**src/rtl/matrix_frame_sched.sv**
```systemverilog
`default_nettype none
// +----------------------------------------------------------------------------+
// | matrix_frame_sched: round-robin frame arbiter and row-multiplexed scanner  |
// | for an 8x8 LED matrix.                                      Revision: 1.0  |
// +----------------------------------------------------------------------------+
module matrix_frame_sched #(
  parameter int ROW_DIV      = 65536,
  parameter int DWELL_FRAMES = 64
) (
  input  logic        i_CLK,
  input  logic        i_RST_N,
  input  logic        i_REQ0_VALID,
  input  logic [63:0] i_REQ0_DATA,
  output logic        o_REQ0_READY,
  input  logic        i_REQ1_VALID,
  input  logic [63:0] i_REQ1_DATA,
  output logic        o_REQ1_READY,
  input  logic        i_OE,
  output logic [7:0]  o_ROWS,
  output logic [7:0]  o_COLUMNS,
  output logic [1:0]  o_GRANT,
  output logic        o_FRAME_DONE
);

  localparam int c_PS_W = (ROW_DIV > 1) ? $clog2(ROW_DIV) : 1;
  localparam int c_DW_W = $clog2(DWELL_FRAMES + 1);

  localparam logic [c_PS_W-1:0] c_PS_MAX     = c_PS_W'(ROW_DIV - 1);
  localparam logic [c_DW_W-1:0] c_DWELL_MAX  = c_DW_W'(DWELL_FRAMES);
  localparam logic [c_DW_W-1:0] c_DWELL_LAST = c_DW_W'(DWELL_FRAMES - 1);

  localparam logic [1:0] c_IDLE = 2'd0;
  localparam logic [1:0] c_SCAN = 2'd1;
  localparam logic [1:0] c_SWAP = 2'd2;

  logic [1:0]        r_state;
  logic [63:0]       r_frame;
  logic [2:0]        r_row;
  logic [c_PS_W-1:0] r_prescale;
  logic [c_DW_W-1:0] r_dwell;
  logic              r_last;
  logic [1:0]        r_grant;

  logic w_accepting;
  logic w_any_valid;
  logic w_win;
  logic w_xfer;
  logic w_ps_wrap;
  logic w_frame_done;
  logic w_show;

  // On a tie the requester that did not own the last grant wins.
  assign w_any_valid = i_REQ0_VALID | i_REQ1_VALID;
  assign w_win       = (i_REQ0_VALID & i_REQ1_VALID) ? ~r_last : i_REQ1_VALID;

  // Reset gating keeps READY low while the block is held in reset.
  assign w_accepting  = i_RST_N & ((r_state == c_IDLE) | (r_state == c_SWAP));
  assign w_xfer       = w_accepting & w_any_valid;
  assign o_REQ0_READY = w_accepting & i_REQ0_VALID & ~w_win;
  assign o_REQ1_READY = w_accepting & i_REQ1_VALID &  w_win;

  assign w_ps_wrap    = (r_prescale == c_PS_MAX);
  assign w_frame_done = (r_state != c_IDLE) & w_ps_wrap & (r_row == 3'd7) & ~w_xfer;
  assign o_FRAME_DONE = w_frame_done;

  always_ff @(posedge i_CLK or negedge i_RST_N) begin
    if (!i_RST_N) begin
      r_state    <= c_IDLE;
      r_frame    <= '0;
      r_row      <= '0;
      r_prescale <= '0;
      r_dwell    <= '0;
      r_last     <= 1'b1;
      r_grant    <= 2'b00;
    end else if (w_xfer) begin
      r_frame    <= w_win ? i_REQ1_DATA : i_REQ0_DATA;
      r_grant    <= w_win ? 2'b10 : 2'b01;
      r_last     <= w_win;
      r_row      <= '0;
      r_prescale <= '0;
      r_dwell    <= '0;
      r_state    <= c_SCAN;
    end else if (r_state != c_IDLE) begin
      if (w_ps_wrap) begin
        r_prescale <= '0;
        r_row      <= r_row + 3'd1;
      end else begin
        r_prescale <= r_prescale + c_PS_W'(1);
      end
      if (w_frame_done) begin
        if (r_dwell != c_DWELL_MAX) begin
          r_dwell <= r_dwell + c_DW_W'(1);
        end
        // Dwell completes on the edge that closes the last required scan.
        if ((r_state == c_SCAN) && (r_dwell >= c_DWELL_LAST)) begin
          r_state <= c_SWAP;
        end
      end
    end
  end

  assign o_GRANT   = r_grant;
  assign w_show    = (r_state != c_IDLE) & i_OE;
  assign o_ROWS    = w_show ? (8'b1 << r_row) : 8'h00;
  assign o_COLUMNS = w_show ? ~r_frame[{r_row, 3'b000} +: 8] : 8'hFF;

endmodule
`default_nettype wire

```
**config.mk**
```make
export PLATFORM = sky130hd
export DESIGN_NAME = matrix_frame_sched
export DESIGN_NICKNAME = d
export VERILOG_FILES = /design/src/rtl/matrix_frame_sched.sv
export SDC_FILE = /design/constraint.sdc
export NUM_CORES = 1
export LEC_CHECK = 0
export ABC_AREA = 1
export BUFFER_PORTS_ARGS = -buffer_cell sky130_fd_sc_hd__buf_2
export CORE_ASPECT_RATIO = 1.4
export CORE_MARGIN = 8
export CORE_UTILIZATION = 40
export DETAILED_ROUTE_END_ITERATION = 16
export GPL_TIMING_DRIVEN = 0
export HOLD_SLACK_MARGIN = 0.15
export PLACE_DENSITY = 0.64
export SETUP_SLACK_MARGIN = 0.3
export SLEW_MARGIN = 20
export SYNTH_ARGS = -nofsm -noshare
export SYNTH_HDL_FRONTEND = slang
export SYNTH_SLANG_ARGS = --single-unit
```
**constraint.sdc**
```tcl
create_clock -name i_CLK -period 1.66 [get_ports i_CLK]
set_input_delay 0.166 -clock i_CLK [delete_from_list [all_inputs] [get_ports i_CLK]]
set_output_delay 0.166 -clock i_CLK [all_outputs]
set_load 0.02 [all_outputs]
```
======== After elaboration in Yosys (flattened, before gate mapping) ========
Index checks and enable logic that the tools add are counted.
word-level totals
  register bits ........................... 95
  bits of input ports ..................... 133
  output and inout bits ................... 21
operators by class
  mux-type cells .......................... 19
  reductions and logical operators ........ 11
  $add $sub $neg .......................... 3
  $lt $le $gt $ge ......................... 1
  bitwise operators ....................... 17
  shift operators ......................... 2
  eq/ne operators ......................... 5
operator list
  cell                                                                                  number
  64-bit two-way mux                                                                    1
  64-bit by 7-bit indexed part select with 8-bit output                                 1
  16-bit two-way mux                                                                    3
  7-bit two-way mux                                                                     4
  16-bit by 1-bit adder with 16-bit output (second input constant)                      1
  16-bit equality test (second input constant)                                          1
  8-bit two-way mux                                                                     2
  2-bit nonzero test                                                                    6
  1-bit bitwise AND                                                                     11
  2-bit two-way mux                                                                     5
  3-bit two-way mux                                                                     3
  8-bit NOT                                                                             1
  1-bit by 3-bit left shift with 8-bit output (first input constant)                    1
  7-bit by 1-bit adder with 7-bit output (second input constant)                        1
  7-bit by 6-bit greater-or-equal comparator with 1-bit output (second input constant)  1
  7-bit != test (second input constant)                                                 1
  3-bit AND reduction                                                                   2
  3-bit by 1-bit adder with 3-bit output (second input constant)                        1
  3-bit equality test (second input constant)                                           1
  1-bit NOT                                                                             3
  2-bit by 1-bit equality test with 1-bit output (second input constant)                1
  2-bit equality test (second input constant)                                           1
  2-bit zero test                                                                       1
  1-bit OR                                                                              2
  other kinds (3)                                                                       3

======== Longest topological paths before layout ========
Gate-level depths: netlist of the first run.
  depth after elaboration ................. 9
  mapped depth ............................ 10
  depth with buffers taken out ............ 10

======== Worst setup path after synthesis of the first run ========
Ideal clock, no wire load.
  path type ............................... register to output
  start ................................... register r_prescale[0]
  end ..................................... output o_FRAME_DONE
  buffers on the path ..................... 0
  stages on the path, launching flop included .. 8
  path slack .............................. 0.070 ns
  required time ........................... 1.494 ns
  arrival ................................. 1.424 ns
  cell sequence ........................... dfrtp_1 ha_1 nand2_1 nor2_2 nand3_2 nor2_4 nand3_1 nor2_1
on the way
  longest elaborated chain between the ends .. 4
RTL lines
  what                             line  source
  start, declared                  39    logic [c_PS_W-1:0] r_prescale;
  start signal, assigned           88    r_prescale <= r_prescale + c_PS_W'(1);
  16-bit equality test             62    assign w_ps_wrap = (r_prescale == c_PS_MAX);
  1-bit bitwise AND (3 in series)  63    assign w_frame_done = (r_state != c_IDLE) & w_ps_wrap & (r_row == 3'd7) & ~w_xfer;
  end, declared                    22    output logic o_FRAME_DONE
No other way between the ends.

======== Worst setup path after layout of the first run ========
  start ................................... register r_row[0]
  end ..................................... output o_COLUMNS[0]
on the way
  longest elaborated chain between the ends .. 3
RTL lines
  what                                                   line  source
  start, declared                                        38    logic [2:0] r_row;
  start signal, assigned                                 86    r_row <= r_row + 3'd1;
  64-bit by 7-bit indexed part select with 8-bit output  105   assign o_COLUMNS = w_show ? ~r_frame[{r_row, 3'b000} +: 8] : 8'hFF;
  8-bit NOT                                              105
  8-bit two-way mux                                      105
  end, declared                                          20    output logic [7:0] o_COLUMNS,
No other way between the ends.

==> results of run 1 <==
-- synth_stat cells --
library cell	instances	area share [%]
clkinv_1	1	0.069
o21ai_1	4	0.37
xor2_1	4	0.64
nor2_4	2	0.41
and3_1	1	0.11
nor3b_1	2	0.28
nor3b_2	1	0.23
o22ai_1	16	1.8
dfrtp_1	94	43
nor3_1	10	0.92
nand3_4	2	0.64
ha_1	9	2.1
a21oi_1	8	0.73
nand2_2	1	0.11
a31oi_1	64	7.3
nor2_2	8	0.92
clkbuf_1	19	1.3
nand4_1	3	0.34
a21oi_4	1	0.30
inv_1	36	2.5
inv_2	2	0.14
nand3_1	24	2.2
o21a_1	1	0.14
nand2_4	2	0.41
xnor2_1	1	0.16
buf_6	9	1.9
nor2_1	151	10
nand3_2	1	0.18
dfstp_2	1	0.48
nor2_8	1	0.37
mux2i_1	1	0.18
nand2_1	200	14
buf_4	3	0.41
o21ai_0	42	3.9
buf_2	10	0.92
nor3_2	1	0.18
-- report_power, final --
group	internal [mW]	switching [mW]	total, mW	leakage [nW]
Combinational	3.05	3.05	6.10	3.19
Clock	1.20	0.950	2.15	0.141
Sequential	3.33	1.25	4.58	1.10
-- kinds of logic (layout without fill, tap and decap cells) --
group / Yosys count / in the layout / share of synthesized area (%)
simple gates: 410 / 412 / 31.5
fa+ha+maj: 9 / 9 / 2.07
other cells: 0 / 1 / 0
xor+xnor: 5 / 5 / 0.804
buf+inv: 80 / 436 / 7.19
flops: 95 / 95 / 43.7
compound gates: 136 / 136 / 14.6
mux: 1 / 1 / 0.184
-- area by class of cell --
class,instances,area share [%]
diodes,1,0.0249
plain buffers,41,5.32
clock buffers,10,2.38
clock inverters,5,0.585
inverters,39,1.67
multi-input cells,563,34.8
flip-flops and latches,95,23.7
well taps,182,2.27
repair buffers,341,29.2
-- how the worst max path moves through the flow --
stage	endpoint	depth (start not counted)
after floorplan	o_FRAME_DONE	7
after global placement	r_frame[34]	6
after detailed placement	r_frame[23]	6
after CTS	o_COLUMNS[7]	8
after global routing	o_COLUMNS[0]	8
final	o_COLUMNS[0]	8
-- worst register-to-register path, cell delays in order, from the launching register on --
cell	delay, ns
dfrtp_1	0.39
ha_4	0.17
nand2_4	0.06
nor2_4	0.14
buf_6	0.11
buf_6	0.10
nand2_8	0.06
nor2_4	0.19
nor2_4	0.09
nor2_4	0.20
nor3_1	0.08
-- cell usage in the layout, fill, tap and decap left out, types with 5 or more instances in the layout --
cell and n:
nand2_1 177, buf_2 138, dlygate4sd3_1 128, dfrtp_1 90, nor2_1 79, nor2_4 64, a31oi_1 59, buf_6 37
buf_4 31, inv_1 28, o21ai_0 27, nand3_1 21, nor2_2 20, nand2_2 20, o21ai_1 17, clkbuf_16 17
buf_12 13, o22ai_1 11, buf_8 10, nor3_1 7, clkbuf_2 6, clkbuf_8 6, a21oi_1 6, inv_4 5
o22ai_2 5, buf_16 5
-- per-layer routing --
metal,vias up,wire (um),part of all wire [%],track usage (%)
met5,-,0,0,0
met4,0,1190,4.8,13.8
met3,100,1670,6.8,5.49
met2,388,13100,53,44.3
met1,3373,8740,35,26.6
li1,3144,-,-,-
-- state kept, by name (all words and copies together), names as in the netlist --
signal      flops
o_GRANT         2
r_dwell         7
r_frame        64
r_last          1
r_prescale     16
r_row           3
r_state         2
-- stage by stage --
stage	cells	util, %	power (mW)
after floorplan	736	-	6.50
after detailed placement	1072	49.1	7.80
after CTS	1255	68.7	11.3
after global routing	1277	75.4	13.4
after global placement	1071	48.8	7.73
final	1277	75.4	12.8
-- timing repair --
action | 4_1_cts | 5_1_grt
cloned | 10 | 7
endpoints found under the hold margin | 109 | 45
pin swaps | 45 | 35
setup buffers | 30 | 14
gates resized for setup | 178 | 168
endpoints found under the setup margin | 114 | 112
==> flow_metrics.tcl, run 1 <==
set metrics [dict create \
    status "finished with violations" \
    violations "negative hold slack, negative setup slack" \
    routed_wl_mm 24.7 \
    port_buffers 153 \
    hold_buffers 128 \
    dpl_cell_area_um2 6540 \
    track_usage_pct 25.0 \
    area_growth_pct 84.5 \
    die_w_um 115 \
    grt_pass1_wl_mm 34.8 \
    placementRows 50 \
    die_y_um 154 \
    num-fill-cells 850 \
    dpl.hpwl_mm 13.5 \
    crit_slowest_cell "dfrtp_2" \
    cts-buffers-inserted 9 \
    ant_nets 0 \
    dieArea_um2 17700 \
    min_period_ns 2.08 \
    startpoint_type "flop" \
    worstPathArrival_ns 1.91 \
    overflow 0 \
    io_pins 154 \
    critical_path_class "flop to output port" \
    ys_seq_area_share_pct 43.7 \
    rr_endpoint "r_prescale[4]" \
    post-place-ws_ns -0.117 \
    wire_per_inst_um 19.4 \
    crit_start "r_row[0]" \
    synth-seq-cells 95 \
    cts_buffer_depth 2 \
    cts_tree "built" \
    syn_area_per_cell_um2 7.40 \
    relSlewSlack_pct 66.9 \
    reg2reg_from "r_prescale[0]" \
    skew_ns 0.00415 \
    rsz0062_at_grt "true" \
    post-route-cell-area_um2 10100 \
    crit_chain "inv_4 -> buf_2 -> nor2_1 -> o22ai_1 -> o21ai_0 -> nor2_1 -> inv_1 -> buf_4" \
    worst_path_most_repeated_cell "nor2_1" \
    crit_required_ns 1.49 \
    synthCells 736 \
    vias_per_cell 5.49 \
    path_buf_inv 4 \
    drive_above_1_share_pct 38.9 \
    max_stage_delay_ns 0.49 \
    grt_max_degree 51 \
    path_max_fanout 6 \
    fmax_mhz 481 \
    finalHoldViolCount 44 \
    min_period_over_period_pct 125 \
    powerDensity_nw_per_um2 1280 \
    final-seq-area_um2 2380 \
    ff2ff_path_depth 10 \
    max-cap-violations 0 \
    initial_core_util_pct 40.9 \
    cp_top_family "buffers and inverters" \
    root_buffer "clkbuf_16" \
    clkTransAtPathRegs_ns 0.07 \
    maxSlewViolCount 0 \
    multi_input_area_um2 3500 \
    vias 7005 \
    antenna_found_initial 1 \
    gp_congestion 0.923 \
    dr.pass1.iters 5 \
    finalNetCount 1232 \
    clock_latency_ns 0.35 \
    worst_setup_path_end_kind "output port" \
    drtIter0Drc 528 \
    irDropWorstVdd_uv 884 \
    htree_num_levels 3 \
    yosysWarnings 0 \
    fin_ws_ns -0.420 \
    setup_viol 49 \
    clock_sinks 95 \
    leakagePower_nw 4.43 \
    min_path_type "input pin to asynchronous set/reset pin" \
    grt_pass1_vias 6981 \
    drc 0 \
    whs_ns -0.242 \
    syn_area_um2 5450 \
    setup-tns-final_ns -4.88 \
    synth_fp_nets 878 \
    tightest_slew_ns 0.496 \
    rrSetupSlack_ns -0.08 \
    ys_types 36 \
    core_um2 13300 \
]
Power figures use the tool's default switching activity.
==> run 2: changes to the inputs <==
--- a/config.mk
+++ b/config.mk
@@ -7,7 +7,7 @@
 export LEC_CHECK = 0
 export ABC_AREA = 1
 export BUFFER_PORTS_ARGS = -buffer_cell sky130_fd_sc_hd__buf_2
-export CORE_ASPECT_RATIO = 1.4
+export CORE_ASPECT_RATIO = 0.7
 export CORE_MARGIN = 8
 export CORE_UTILIZATION = 40
 export DETAILED_ROUTE_END_ITERATION = 16
==> run 2 against run 1 <==
Net effect: the flow still finishes with violations (negative hold slack, negative setup slack); die area about the same; global-route usage grew 1.7 points; critical path depth unchanged.
==> flow_metrics.tcl, run 2 (synthesized netlist as in run 1, its figures left out) <==
set metrics [dict create \
    min_period_ns 2.08 \
    initial_core_util_pct 41.2 \
    final_common_cell "nand2_1" \
    largest_register "r_frame" \
    vias_per_cell 5.54 \
    clockPowerShare_pct 14.2 \
    finalNetCount 1242 \
    p_sw_mw 5.96 \
    worstPathArrival_ns 1.92 \
    rr_endpoint "r_prescale[3]" \
    drive_above_1_share_pct 46.8 \
    fin_ws_ns -0.424 \
    utilization_pct 82.3 \
    largest_reg_flops 64 \
    min_path_type "input pin to asynchronous set/reset pin" \
    drtIter0Drc 810 \
    area_growth_pct 99.8 \
    dieArea_um2 17700 \
    power_mw 14.1 \
    startpoint_type "flop" \
    io_pins 154 \
    rsz0062_at_grt "true" \
    skew_ns 0.0148 \
    placementRows 35 \
    root_buffer "clkbuf_16" \
    setup_viol 44 \
    hold_buffers 118 \
    overflow 0 \
    grt_pass1_vias 7041 \
    track_usage_pct 26.7 \
    clock_latency_ns 0.36 \
    port_buffers 153 \
    routed_wl_mm 26.9 \
    drc 0 \
    die_y_um 114 \
    final_cell_mix "nand2_1 (163), buf_2 (136), dlygate4sd3_1 (118), dfrtp_1 (90), nor2_1 (63)" \
    clock_sinks 95 \
    pwr-share-comb_pct 52.8 \
    worst_setup_path_end_kind "output port" \
    seqPwrFrac_pct 33.0 \
    core_um2 13200 \
    reg2reg_from "r_prescale[0]" \
    p_sw_share_pct 42.4 \
    violations "negative hold slack, negative setup slack" \
    tightest_slew_ns 0.409 \
    clkTransAtPathRegs_ns 0.07 \
    intPower_mw 8.12 \
    gp_congestion 0.876 \
    vias 7156 \
    critical_path_class "flop to output port" \
    fmax_mhz 480 \
    whs_ns -0.279 \
    leakagePower_nw 4.68 \
    crit_required_ns 1.49 \
    relSlewSlack_pct 72.8 \
    grt_max_degree 42 \
    post-place-ws_ns -0.422 \
    top_regs "r_frame (64), r_prescale (16), r_dwell (7)" \
    cts-buffers-inserted 9 \
    dr.pass1.iters 9 \
    irDropWorstVdd_uv 736 \
    min_period_over_period_pct 126 \
    antenna_found_initial 2 \
    status "finished with violations" \
    dpl.hpwl_mm 13.7 \
    die_w_um 155 \
    wire_per_inst_um 20.8 \
    finalHoldViolCount 38 \
    num-fill-cells 707 \
    rrSetupSlack_ns -0.18 \
    powerDensity_nw_per_um2 1290 \
    cts_buffer_depth 2 \
    path_max_fanout 5 \
    max-cap-violations 0 \
    cts_tree "built" \
    htree_num_levels 3 \
    maxSlewViolCount 0 \
    ant_nets 0 \
    grt_pass1_wl_mm 37.3 \
    ff2ff_path_depth 10 \
]
-- run 2: cell types whose count changed in the layout (fill, tap and decap cells not counted), moves of 5 or more --
cell           previous run  this run
nand2_1                 177       163
o21ai_2                   1        11
a31oi_4                   4        24
buf_6                    37        43
buf_16                    5        10
nand2_2                  20        25
dlygate4sd3_1           128       118
nor2_1                   79        63
a31oi_1                  59        37
buf_8                    10        21
o21ai_0                  27        11
nand2_4                   4        13
nor2_2                   20        38
-- run 2: power groups by stage --
stage	sequential, mW	clock, mW	combinational [mW]
after floorplan	3.87	0	2.63
after global routing	4.71	2.10	7.88
after CTS	4.43	1.99	5.91
after detailed placement	4.17	0	3.67
final	4.64	2.01	7.43
after global placement	4.17	0	3.65
-- run 2: critical path: stages, from the launching register on --
cell and delay (ns):
dfrtp_2 0.47, buf_6 0.15, clkbuf_16 0.15, o21ai_1 0.18, o22ai_1 0.13, nor2_1 0.20, nor2_1 0.11, inv_2 0.07
buf_6 0.11
-- run 2: worst max path at each step --
stage,from,endpoint
2_1_floorplan,r_prescale[0],o_FRAME_DONE
3_3_place_gp,i_RST_N,r_frame[50]
3_5_place_dp,i_RST_N,r_frame[40]
4_1_cts,r_row[0],o_COLUMNS[0]
5_1_grt,r_row[0],o_COLUMNS[5]
6_report,r_row[0],o_COLUMNS[4]
-- run 2: cell type report --
class                           count  area [um2]  area share (%)
Clock buffer                       12         246            2.26
Buffer                             41         552            5.07
Inverter                           39         180            1.66
Timing Repair Buffer              351        3230            29.7
Tap cell                          185         231            2.13
Multi-Input combinational cell    563        4020            36.9
Sequential cell                    95        2380            21.9
Antenna cell                        2        5.00          0.0460
Clock inverter                      4        31.3           0.287
-- run 2: through the flow --
step | TNS [ns] | area (um2) | instances
5_1_grt | -9.79 | 10900 | 1292
6_report | -6.82 | 10900 | 1292
2_1_floorplan | 0 | 5510 | 736
3_3_place_gp | -218.63 | 6510 | 1074
4_1_cts | -2.86 | 9900 | 1274
3_5_place_dp | -29.12 | 6540 | 1075
-- run 2: per-layer routing --
metal	global-route usage [%]	up-vias	wire (um)
met5	0	-	0
met4	8.18	0	969
met3	5.89	91	2230
met2	43.0	443	12900
met1	35.3	3432	10700
li1	-	3190	-
-- run 2: repair_timing --
item	CTS	global route
buffers inserted	43	12
resized for setup	289	211
endpoints found under the hold margin	127	66
gates cloned	22	4
setup endpoints to repair	114	112
pin swaps	66	73
==> run 3: changes to the inputs <==
--- a/config.mk
+++ b/config.mk
@@ -10,12 +10,15 @@
 export CORE_ASPECT_RATIO = 0.7
 export CORE_MARGIN = 8
 export CORE_UTILIZATION = 40
+export CTS_CLUSTER_DIAMETER = 50
 export DETAILED_ROUTE_END_ITERATION = 16
 export GPL_TIMING_DRIVEN = 0
 export HOLD_SLACK_MARGIN = 0.15
+export MAX_ROUTING_LAYER = met4
 export PLACE_DENSITY = 0.64
 export SETUP_SLACK_MARGIN = 0.3
 export SLEW_MARGIN = 20
 export SYNTH_ARGS = -nofsm -noshare
 export SYNTH_HDL_FRONTEND = slang
 export SYNTH_SLANG_ARGS = --single-unit
+export TNS_END_PERCENT = 50
==> run 3 against run 2 <==
Net effect: the run still ends with negative hold slack, negative setup slack left; clock power up 14%; highest routed layer unchanged; clock skew decreased by 0.0055 ns; worst hold slack worse by 0.028 ns; setup slack better by 0.069 ns; routed wire length fell by 4.0%; final cell count up 0.77%; first-iteration DRC count fell by 15%; sequential power fell by 3%.
==> flow_metrics.tcl, run 3 (synthesized netlist as in run 1, its figures left out) <==
set metrics [dict create \
    post-route-cell-area_um2 10600 \
    cts_tree "built" \
    maxSlewViolCount 0 \
    cp_top_family "buffers and inverters" \
    top_regs "r_frame (64), r_prescale (16), r_dwell (7)" \
    cts-buffers-inserted 9 \
    reg2reg_from "r_prescale[0]" \
    max-cap-violations 0 \
    crit_chain "buf_8 -> clkinv_8 -> buf_8 -> nor2_2 -> o22ai_2 -> o21ai_1 -> nor2_1 -> inv_2 -> buf_6" \
    cts_buffer_depth 2 \
    relSlewSlack_pct 75.2 \
    rr_endpoint "r_prescale[8]" \
    path_buf_inv 5 \
    clock_latency_ns 0.35 \
    crit_start "r_row[0]" \
    power_mw 13.7 \
    p_sw_share_pct 40.1 \
    whs_ns -0.308 \
    routed_wl_mm 25.8 \
    core_um2 13200 \
    max_stage_delay_ns 0.42 \
    largest_reg_flops 64 \
    skew_ns 0.00934 \
    path_depth 9 \
    io_pins 154 \
    track_usage_pct 27.4 \
    startpoint_type "flop" \
    htree_num_levels 3 \
    powerDensity_nw_per_um2 1280 \
    finalHoldViolCount 41 \
    intPower_mw 8.18 \
    crit_required_ns 1.49 \
    hold_buffers 125 \
    crit_slowest_cell "dfrtp_2" \
    largest_register "r_frame" \
    rrSetupSlack_ns -0.16 \
    drtIter0Drc 685 \
    gp_congestion 0.900 \
    final_cell_mix "nand2_1 (167), buf_2 (133), dlygate4sd3_1 (125), dfrtp_1 (90), nor2_1 (79)" \
    worst_setup_path_end_kind "output port" \
    leakagePower_nw 4.69 \
    dieArea_um2 17700 \
    rsz0062_at_grt "true" \
    root_buffer "clkbuf_16" \
    final_common_cell "nand2_1" \
    setup-tns-final_ns -7.73 \
    finalNetCount 1254 \
    pwr-share-comb_pct 50.2 \
    die_w_um 155 \
    grt_max_degree 44 \
    vias_per_cell 5.38 \
    placementRows 35 \
    utilization_pct 80.4 \
    cp-endpoint "o_COLUMNS[4]" \
    initial_core_util_pct 41.2 \
    ff2ff_path_depth 10 \
    clockPowerShare_pct 16.8 \
    grt_pass1_vias 7121 \
    antenna_found_initial 0 \
    min_path_type "input pin to asynchronous set/reset pin" \
    dr.pass1.iters 6 \
    min_period_ns 2.01 \
    dpl_cell_area_um2 6540 \
    path_max_fanout 5 \
    drive_above_1_share_pct 43.4 \
    ant_nets 0 \
    setup_viol 75 \
    area_growth_pct 95.2 \
    worst_path_most_repeated_cell "buf_8" \
    fin_ws_ns -0.355 \
    port_buffers 153 \
    drc 0 \
    die_y_um 114 \
    min_period_over_period_pct 121 \
    irDropWorstVdd_uv 735 \
    seqPwrFrac_pct 33.0 \
    overflow 0 \
    clkTransAtPathRegs_ns 0.07 \
    status "finished with violations" \
    violations "negative hold slack, negative setup slack" \
    wire_per_inst_um 19.8 \
    grt_pass1_wl_mm 37.3 \
    critical_path_class "flop to output port" \
    fmax_mhz 496 \
    dpl.hpwl_mm 13.7 \
    tightest_slew_ns 0.370 \
    worstPathArrival_ns 1.85 \
    antenna_cells 0 \
    vias 7005 \
    p_sw_mw 5.48 \
    clock_sinks 95 \
]
## run 3: routing by layer
| layer | routed length [um] | global-route usage (%) | vias up | share of wire [%] |
|---|---|---|---|---|
| met3 | 2190 | 6.08 | 95 | 8.5 |
| met4 | 1010 | 10.4 | 0 | 3.9 |
| li1 | - | - | 3195 | - |
| met1 | 10700 | 34.4 | 3298 | 41 |
| met2 | 11900 | 42.8 | 417 | 46 |
| met5 | 0 | - | - | 0 |
## run 3: repair_timing
item	in CTS	in global routing
gates resized for setup	317	121
cloned	20	4
pin swaps	84	75
endpoints found under the setup margin	114	112
endpoints found under the hold margin	131	67
buffers inserted	37	25
## run 3: worst min path at each step
stage / endpoint / from / depth (start not counted) / slack (ns)
after floorplan: o_GRANT[0] / i_RST_N / 0 / -0.13
after global placement: r_frame[25] / i_REQ1_DATA[25] / 3 / 0.42
after detailed placement: r_dwell[5] / i_RST_N / 1 / 0.10
after CTS: r_dwell[5] / i_RST_N / 1 / -0.30
after global routing: r_dwell[5] / i_RST_N / 1 / -0.28
final: r_dwell[5] / i_RST_N / 1 / -0.31
## run 3: power groups by stage
stage	Clock, mW	Sequential, mW	Combinational, mW
after floorplan	0	3.87	2.63
after global placement	0	4.15	3.67
after detailed placement	0	4.16	3.69
after CTS	2.31	4.34	5.79
after global routing	2.41	4.60	7.33
final	2.29	4.51	6.86
## run 3: area by class of cell
class	count	area (um2)
repair inverters	2	15.0
inverters	39	186
clock buffers	13	260
multi-input cells	563	3680
flip-flops and latches	95	2380
repair buffers	361	3220
clock inverters	3	65.1
plain buffers	41	596
well taps	185	231
fillers	749	2590
## run 3: metrics by stage
stage / setup WS, ns / cells
2_1_floorplan: 0.184 / 736
3_3_place_gp: -1.74 / 1074
3_5_place_dp: -0.427 / 1075
5_1_grt: -0.410 / 1302
6_report: -0.355 / 1302
4_1_cts: -0.236 / 1273
